## src/rtl/pulse_chain_gen.sv

```systemverilog
// Multi-channel optical pulse sequencer. Each channel produces one delayed pulse per trigger,
// either timed from the trigger itself or chained off the falling edge of the previous channel.
module pulse_chain_gen #(
  parameter int NCH = 4,
  parameter int CW  = 36
) (
  input  logic           clk,
  input  logic           rst_n,
  input  logic           trig,
  input  logic           abort,
  input  logic           cfg_we,
  input  logic [3:0]     cfg_ch,
  input  logic [1:0]     cfg_sel,
  input  logic [CW-1:0]  cfg_data,
  output logic [NCH-1:0] pulse_out,
  output logic           busy,
  output logic           done,
  output logic           overrun
);

  typedef enum logic [2:0] {S_IDLE, S_WAIT, S_DELAY, S_PULSE, S_FIN} state_t;

  logic [CW-1:0] r_sh_delay [NCH];
  logic [CW-1:0] r_sh_width [NCH];
  logic [1:0]    r_sh_mode  [NCH];
  logic [CW-1:0] r_act_delay [NCH];
  logic [CW-1:0] r_act_width [NCH];
  logic [1:0]    r_act_mode  [NCH];

  state_t        r_state     [NCH];
  state_t        w_state_nxt [NCH];
  logic [CW-1:0] r_cnt       [NCH];
  logic [CW-1:0] w_cnt_nxt   [NCH];
  logic [NCH-1:0] w_end;

  logic [1:0] r_rst_sync;
  logic       r_trig_d;
  logic       r_first;
  logic       r_done;
  logic       r_overrun;
  logic       w_busy;
  logic       w_all_fin;
  logic       w_trig_edge;
  logic       w_accept;
  logic       w_ovr_set;
  logic       w_ovr_clr;
  logic       w_cfg_ok;

  always_comb begin
    w_busy    = 1'b0;
    w_all_fin = 1'b1;
    for (int k = 0; k < NCH; k++) begin
      if (r_state[k] != S_IDLE) w_busy = 1'b1;
      if (r_state[k] != S_FIN)  w_all_fin = 1'b0;
    end
  end

  // r_rst_sync[1] gates triggers until two edges after reset release.
  assign w_trig_edge = trig & ~r_trig_d;
  assign w_accept    = w_trig_edge & ~w_busy & ~abort & r_rst_sync[1];
  assign w_ovr_set   = w_trig_edge & w_busy & ~abort;
  assign w_cfg_ok    = cfg_we & ({28'd0, cfg_ch} < 32'(NCH));
  assign w_ovr_clr   = w_cfg_ok & (cfg_sel == 2'd3);

  // w_chain carries "previous channel ends at this edge"; r_first seeds it at E0+1.
  always_comb begin
    logic w_chain;
    logic w_start;
    w_chain = r_first;
    w_start = 1'b0;
    w_end   = '0;
    for (int k = 0; k < NCH; k++) begin
      w_state_nxt[k] = r_state[k];
      w_cnt_nxt[k]   = r_cnt[k];
      w_start        = r_act_mode[k][0] ? r_first : w_chain;
      case (r_state[k])
        S_IDLE: begin
          if (w_accept) begin
            w_state_nxt[k] = (r_sh_mode[k] != 2'b00) ? S_WAIT : S_FIN;
            w_cnt_nxt[k]   = '0;
          end
        end
        S_WAIT: begin
          if (w_start) begin
            if (r_act_delay[k] != '0) begin
              w_state_nxt[k] = S_DELAY;
              w_cnt_nxt[k]   = r_act_delay[k];
            end else if (r_act_width[k] != '0) begin
              w_state_nxt[k] = S_PULSE;
              w_cnt_nxt[k]   = r_act_width[k];
            end else begin
              w_state_nxt[k] = S_FIN;
              w_end[k]       = 1'b1;
            end
          end
        end
        S_DELAY: begin
          if (r_cnt[k] == CW'(1)) begin
            if (r_act_width[k] != '0) begin
              w_state_nxt[k] = S_PULSE;
              w_cnt_nxt[k]   = r_act_width[k];
            end else begin
              w_state_nxt[k] = S_FIN;
              w_cnt_nxt[k]   = '0;
              w_end[k]       = 1'b1;
            end
          end else begin
            w_cnt_nxt[k] = r_cnt[k] - CW'(1);
          end
        end
        S_PULSE: begin
          if (r_cnt[k] == CW'(1)) begin
            w_state_nxt[k] = S_FIN;
            w_cnt_nxt[k]   = '0;
            w_end[k]       = 1'b1;
          end else begin
            w_cnt_nxt[k] = r_cnt[k] - CW'(1);
          end
        end
        S_FIN: begin
          // A disabled channel passes the chain through with zero latency.
          if (r_act_mode[k] == 2'b00) w_end[k] = w_start;
          if (w_all_fin) w_state_nxt[k] = S_IDLE;
        end
        default: w_state_nxt[k] = S_IDLE;
      endcase
      if (abort && w_busy) begin
        w_state_nxt[k] = S_IDLE;
        w_cnt_nxt[k]   = '0;
      end
      w_chain = w_end[k];
    end
  end

  always_ff @(posedge clk or negedge rst_n) begin
    if (!rst_n) begin
      r_rst_sync <= 2'b00;
      r_trig_d   <= 1'b0;
      r_first    <= 1'b0;
      r_done     <= 1'b0;
      r_overrun  <= 1'b0;
      for (int k = 0; k < NCH; k++) begin
        r_state[k]     <= S_IDLE;
        r_cnt[k]       <= '0;
        r_sh_delay[k]  <= '0;
        r_sh_width[k]  <= '0;
        r_sh_mode[k]   <= 2'b00;
        r_act_delay[k] <= '0;
        r_act_width[k] <= '0;
        r_act_mode[k]  <= 2'b00;
      end
    end else begin
      r_rst_sync <= {r_rst_sync[0], 1'b1};
      r_trig_d   <= trig;
      r_first    <= w_accept;
      r_done     <= w_all_fin & ~abort;
      if (w_ovr_set)      r_overrun <= 1'b1;
      else if (w_ovr_clr) r_overrun <= 1'b0;
      for (int k = 0; k < NCH; k++) begin
        r_state[k] <= w_state_nxt[k];
        r_cnt[k]   <= w_cnt_nxt[k];
        if (w_cfg_ok && (cfg_ch == 4'(k))) begin
          case (cfg_sel)
            2'd0:    r_sh_delay[k] <= cfg_data;
            2'd1:    r_sh_width[k] <= cfg_data;
            2'd2:    r_sh_mode[k]  <= cfg_data[1:0];
            default: ;
          endcase
        end
        if (w_accept) begin
          r_act_delay[k] <= r_sh_delay[k];
          r_act_width[k] <= r_sh_width[k];
          r_act_mode[k]  <= r_sh_mode[k];
        end
      end
    end
  end

  always_comb begin
    pulse_out = '0;
    for (int k = 0; k < NCH; k++) pulse_out[k] = (r_state[k] == S_PULSE);
  end

  assign busy    = w_busy;
  assign done    = r_done;
  assign overrun = r_overrun;

endmodule

```

## config.mk

```make
export PLATFORM = sky130hd
export DESIGN_NAME = pulse_chain_gen
export DESIGN_NICKNAME = d
export VERILOG_FILES = /design/src/rtl/pulse_chain_gen.sv
export SDC_FILE = /design/constraint.sdc
export NUM_CORES = 1
export LEC_CHECK = 0
export CAP_MARGIN = 20
export CORE_UTILIZATION = 55
export CTS_CLUSTER_SIZE = 8
export DETAILED_ROUTE_END_ITERATION = 8
export GPL_TIMING_DRIVEN = 0
export PLACE_DENSITY = 0.7
export SETUP_SLACK_MARGIN = 0.1
export SYNTH_ARGS = -nofsm -noshare
export SYNTH_HDL_FRONTEND = slang
export SYNTH_SLANG_ARGS = --single-unit
```

## constraint.sdc

```tcl
create_clock -name clk -period 3.5 [get_ports clk]
set_clock_uncertainty 0.2 [all_clocks]
set_input_delay 0.7 -clock clk [delete_from_list [all_inputs] [get_ports clk]]
set_output_delay 0.7 -clock clk [all_outputs]
set_load 0.05 [all_outputs]
```

==> flow_summary.toml <==
[status]
status = "finished, violations left"
violations = "setup timing"

[grt]
antenna_found_initial = 7
grt_max_degree = 129
grt_pass1_wl_um = 171000
overflow = 0
grt_pass1_vias = 28400
grt_util_all_layers_pct = 36.1

[clock_network]
cts_buffers = 104
clockBufferDepth = 3
clk_latency_ps = 670
cts-root-buf = "clkbuf_16"
cts_max_level = 3
clk_pin_slew_ps = 50
cts_sinks = 753
cts_tree = "done"

[worst_setup_path]
cp-startpoint = "r_cnt[116]"
endpoint_kind = "register"
cp_slowest_cell = "nor4_4"
cp.required_ps = 3890
slowest_delay_ps = 440
crit_arrival_ps = 4090
path_class = "register to register"
reg2reg_depth = 11
r2r_start = "r_cnt[116]"
critPathLaunchType = "register"
cp_cell_sequence = "nor4_2 > nand4b_1 > nor4_4 > o211ai_1 > and2_4 > o311ai_4 > nand3_4 > or2_4 > buf_8 > buf_12 > o21ai_2"
critical_path.max_fanout = 7

[power_and_ir_drop]
combPwrFrac_pct = 32.5
sw_frac_of_total_pct = 37.5
max-vdd-ir-drop_v = 0.000579
p_switching_uw = 11600
p_per_area_nw_per_um2 = 758
leakagePower_uw = 0.0197
seq_power_share_pct = 38.2
clkPwrFrac_pct = 29.3
p_int_uw = 19400

[route]
first_pass_iters = 7
via_per_inst = 6.47
ant_nets = 0
drc = 0
drt-initial-drc-count = 3790
num_vias = 28700
wl_per_cell_um = 25.5
wl_um = 113000

[timing]
fmax_mhz = 270
grt_setup_unrepaired = "true"
setup-violations-final = 105
slew_violations = 0
fin_crit_ps = 3700
fin_crit_sh_pct = 106
slew_headroom_pct = 24.5
hold_ws_ps = 152
tightest_slew_ps = 1130
hold_viol = 0
setup_slack_ps = -199

[placement]
dp_hpwl_um = 75300
dpl_worst_slack_ps = -1600
io_buffer_count = 51
routabilityCongestion = 0.951

[synth]
synth_area_leaders = "dfrtp_1, nand2_1, mux2_2"
synthArstFlopShare_pct = 100
synthCells = 3419
synth_edf_count = 0
netlist.area_leader.share_pct = 55.6
yosysUniqueCellTypes = 77
synth_ff_type = "dfrtp_1"
syn_area_um2 = 33900
synth.net_count = 3474
yosys_warnings = 0
synth_area_leader_cell = "dfrtp_1"
ys_ff_latch = 753
ys_seq_area_share_pct = 55.6
syn_area_per_cell_um2 = 9.92

[floorplanning]
coreArea_um2 = 60600
start_util_pct = 56.0
die_x_um = 250
ioPinCount = 54
die_y_um = 250
num_rows = 90
dieArea_um2 = 62600

[final_layout]
area_growth_pct = 20.6
multi_input_area_um2 = 15700
nNetsFinal = 3699
final_common_cell = "nand2_1"
fill_cells = 4595
drive_gt1_share_pct = 22.7
seq_area_um2 = 18800
final_cell_mix = "nand2_1, dfrtp_1, mux2_2, nor2_1, clkbuf_16"

[min_path]
min_path_cells = 0
hold_start = "r_rst_sync[0]"
hold_class = "register to register"

[run]
max_cap_viol_count = 0
-- Yosys cell counts (all sizes together) (10+ instances only) --
| cell | count |
|---|---|
| o22ai | 10 |
| or2 | 14 |
| a221oi | 66 |
| nand2 | 1053 |
| nand4 | 16 |
| nand3 | 33 |
| a222oi | 44 |
| o21ai | 154 |
| a21oi | 79 |
| clkbuf | 179 |
| nor3 | 73 |
| nor2b | 12 |
| o211ai | 28 |
| xnor2 | 30 |
| or3 | 31 |
| a31oi | 13 |
| xor2 | 29 |
| inv | 20 |
| or4 | 15 |
| mux2 | 296 |
| nand2b | 13 |
| a32o | 10 |
| nor2 | 177 |
| dfrtp | 753 |
| buf | 17 |
| nor4 | 110 |
| o31ai | 35 |
| a22o | 12 |
-- sequential cells by signal, summed over array words and instances (netlist names), 2 cells and up --
register     flops
r_state         12
r_rst_sync       2
r_sh_delay     144
r_act_mode       7
r_sh_width     144
r_sh_mode        8
r_cnt          144
r_act_delay    144
r_act_width    144
-- per-stage QoR --
stage | instances | utilization, % | cell area, um2 | power (uW) | TNS [ps]
3_3_place_gp | 4252 | 58.4 | 35400 | 19400 | -
4_1_cts | 4417 | 66.2 | 40100 | 30000 | -6280
3_5_place_dp | 4261 | 58.8 | 35600 | 19600 | -521800
5_1_grt | 4435 | 67.5 | 40900 | 32200 | -18430
6_report | 4436 | 67.5 | 40900 | 31000 | -13540
2_1_floorplan | 3419 | - | 33900 | 16300 | 0
-- routing by layer --
layer	GRT usage (%)	vias to the layer above	part of all wire [%]
met3	7.85	322	9.5
li1	-	12400	-
met5	0	-	0.0079
met1	50.2	14500	41
met2	54.5	1550	45
met4	16.7	2	4.8
-- final timing paths --
path                                  to  slack, ps
setup / recovery                r_cnt[6]       -200
hold / removal             r_rst_sync[1]        150
setup reg to reg                r_cnt[6]       -200
hold reg to reg            r_rst_sync[1]        150
max in group asynchronous     r_cnt[124]        710
min in group asynchronous     r_cnt[107]        360
-- logic make-up (layout without fill, tap and decap cells) --
logic type               count (synthesis)  count (layout)  share of synthesized area [%]
AND/OR/NAND/NOR                       1587            1587                           20.2
XOR/XNOR                                59              59                           1.52
AO/OA/AOI/OAI                          496             497                           10.0
multiplexers                           299             299                           9.92
adder cells (fa/ha/maj)                  8               8                          0.295
other                                    1               2                         0.0111
buffers and inverters                  216             449                           2.46
flip-flops                             753             753                           55.6
-- power by group through the flow --
stage                     registers [uW]  logic [uW]  clock network [uW]
after global routing               12000       10700                9500
after detailed placement           11800        7750                   0
after CTS                          11700        9100                9140
after global placement             11800        7550                   0
after floorplan                    11200        5160                   0
final                              11800       10100                9080
-- area by class of cell --
| class | instances | area share, % |
|---|---|---|
| inverters | 20 | 0.184 |
| multi-input cells | 2451 | 38.3 |
| diodes | 1 | 0.00612 |
| plain buffers | 189 | 2.71 |
| clock inverters | 5 | 0.257 |
| well taps | 782 | 2.39 |
| repair buffers | 125 | 3.44 |
| clock buffers | 110 | 6.57 |
| flip-flops and latches | 753 | 46.1 |
-- critical path: cells and delay by family, from the launching register on --
kind                   cells  cell delay, ps
AND/OR/NAND/NOR            6            1930
flip-flops                 1             430
AO/OA/AOI/OAI              3             730
buffers and inverters      2             310
-- timing repair --
action	4_1_cts	5_1_grt
hold endpoints to repair	50	0
setup buffers	28	23
resized for setup	357	206
hold buffers	1	0
gates cloned	15	1
pin swaps	95	59
setup endpoints to repair	464	223
Power figures use the tool's default switching activity.
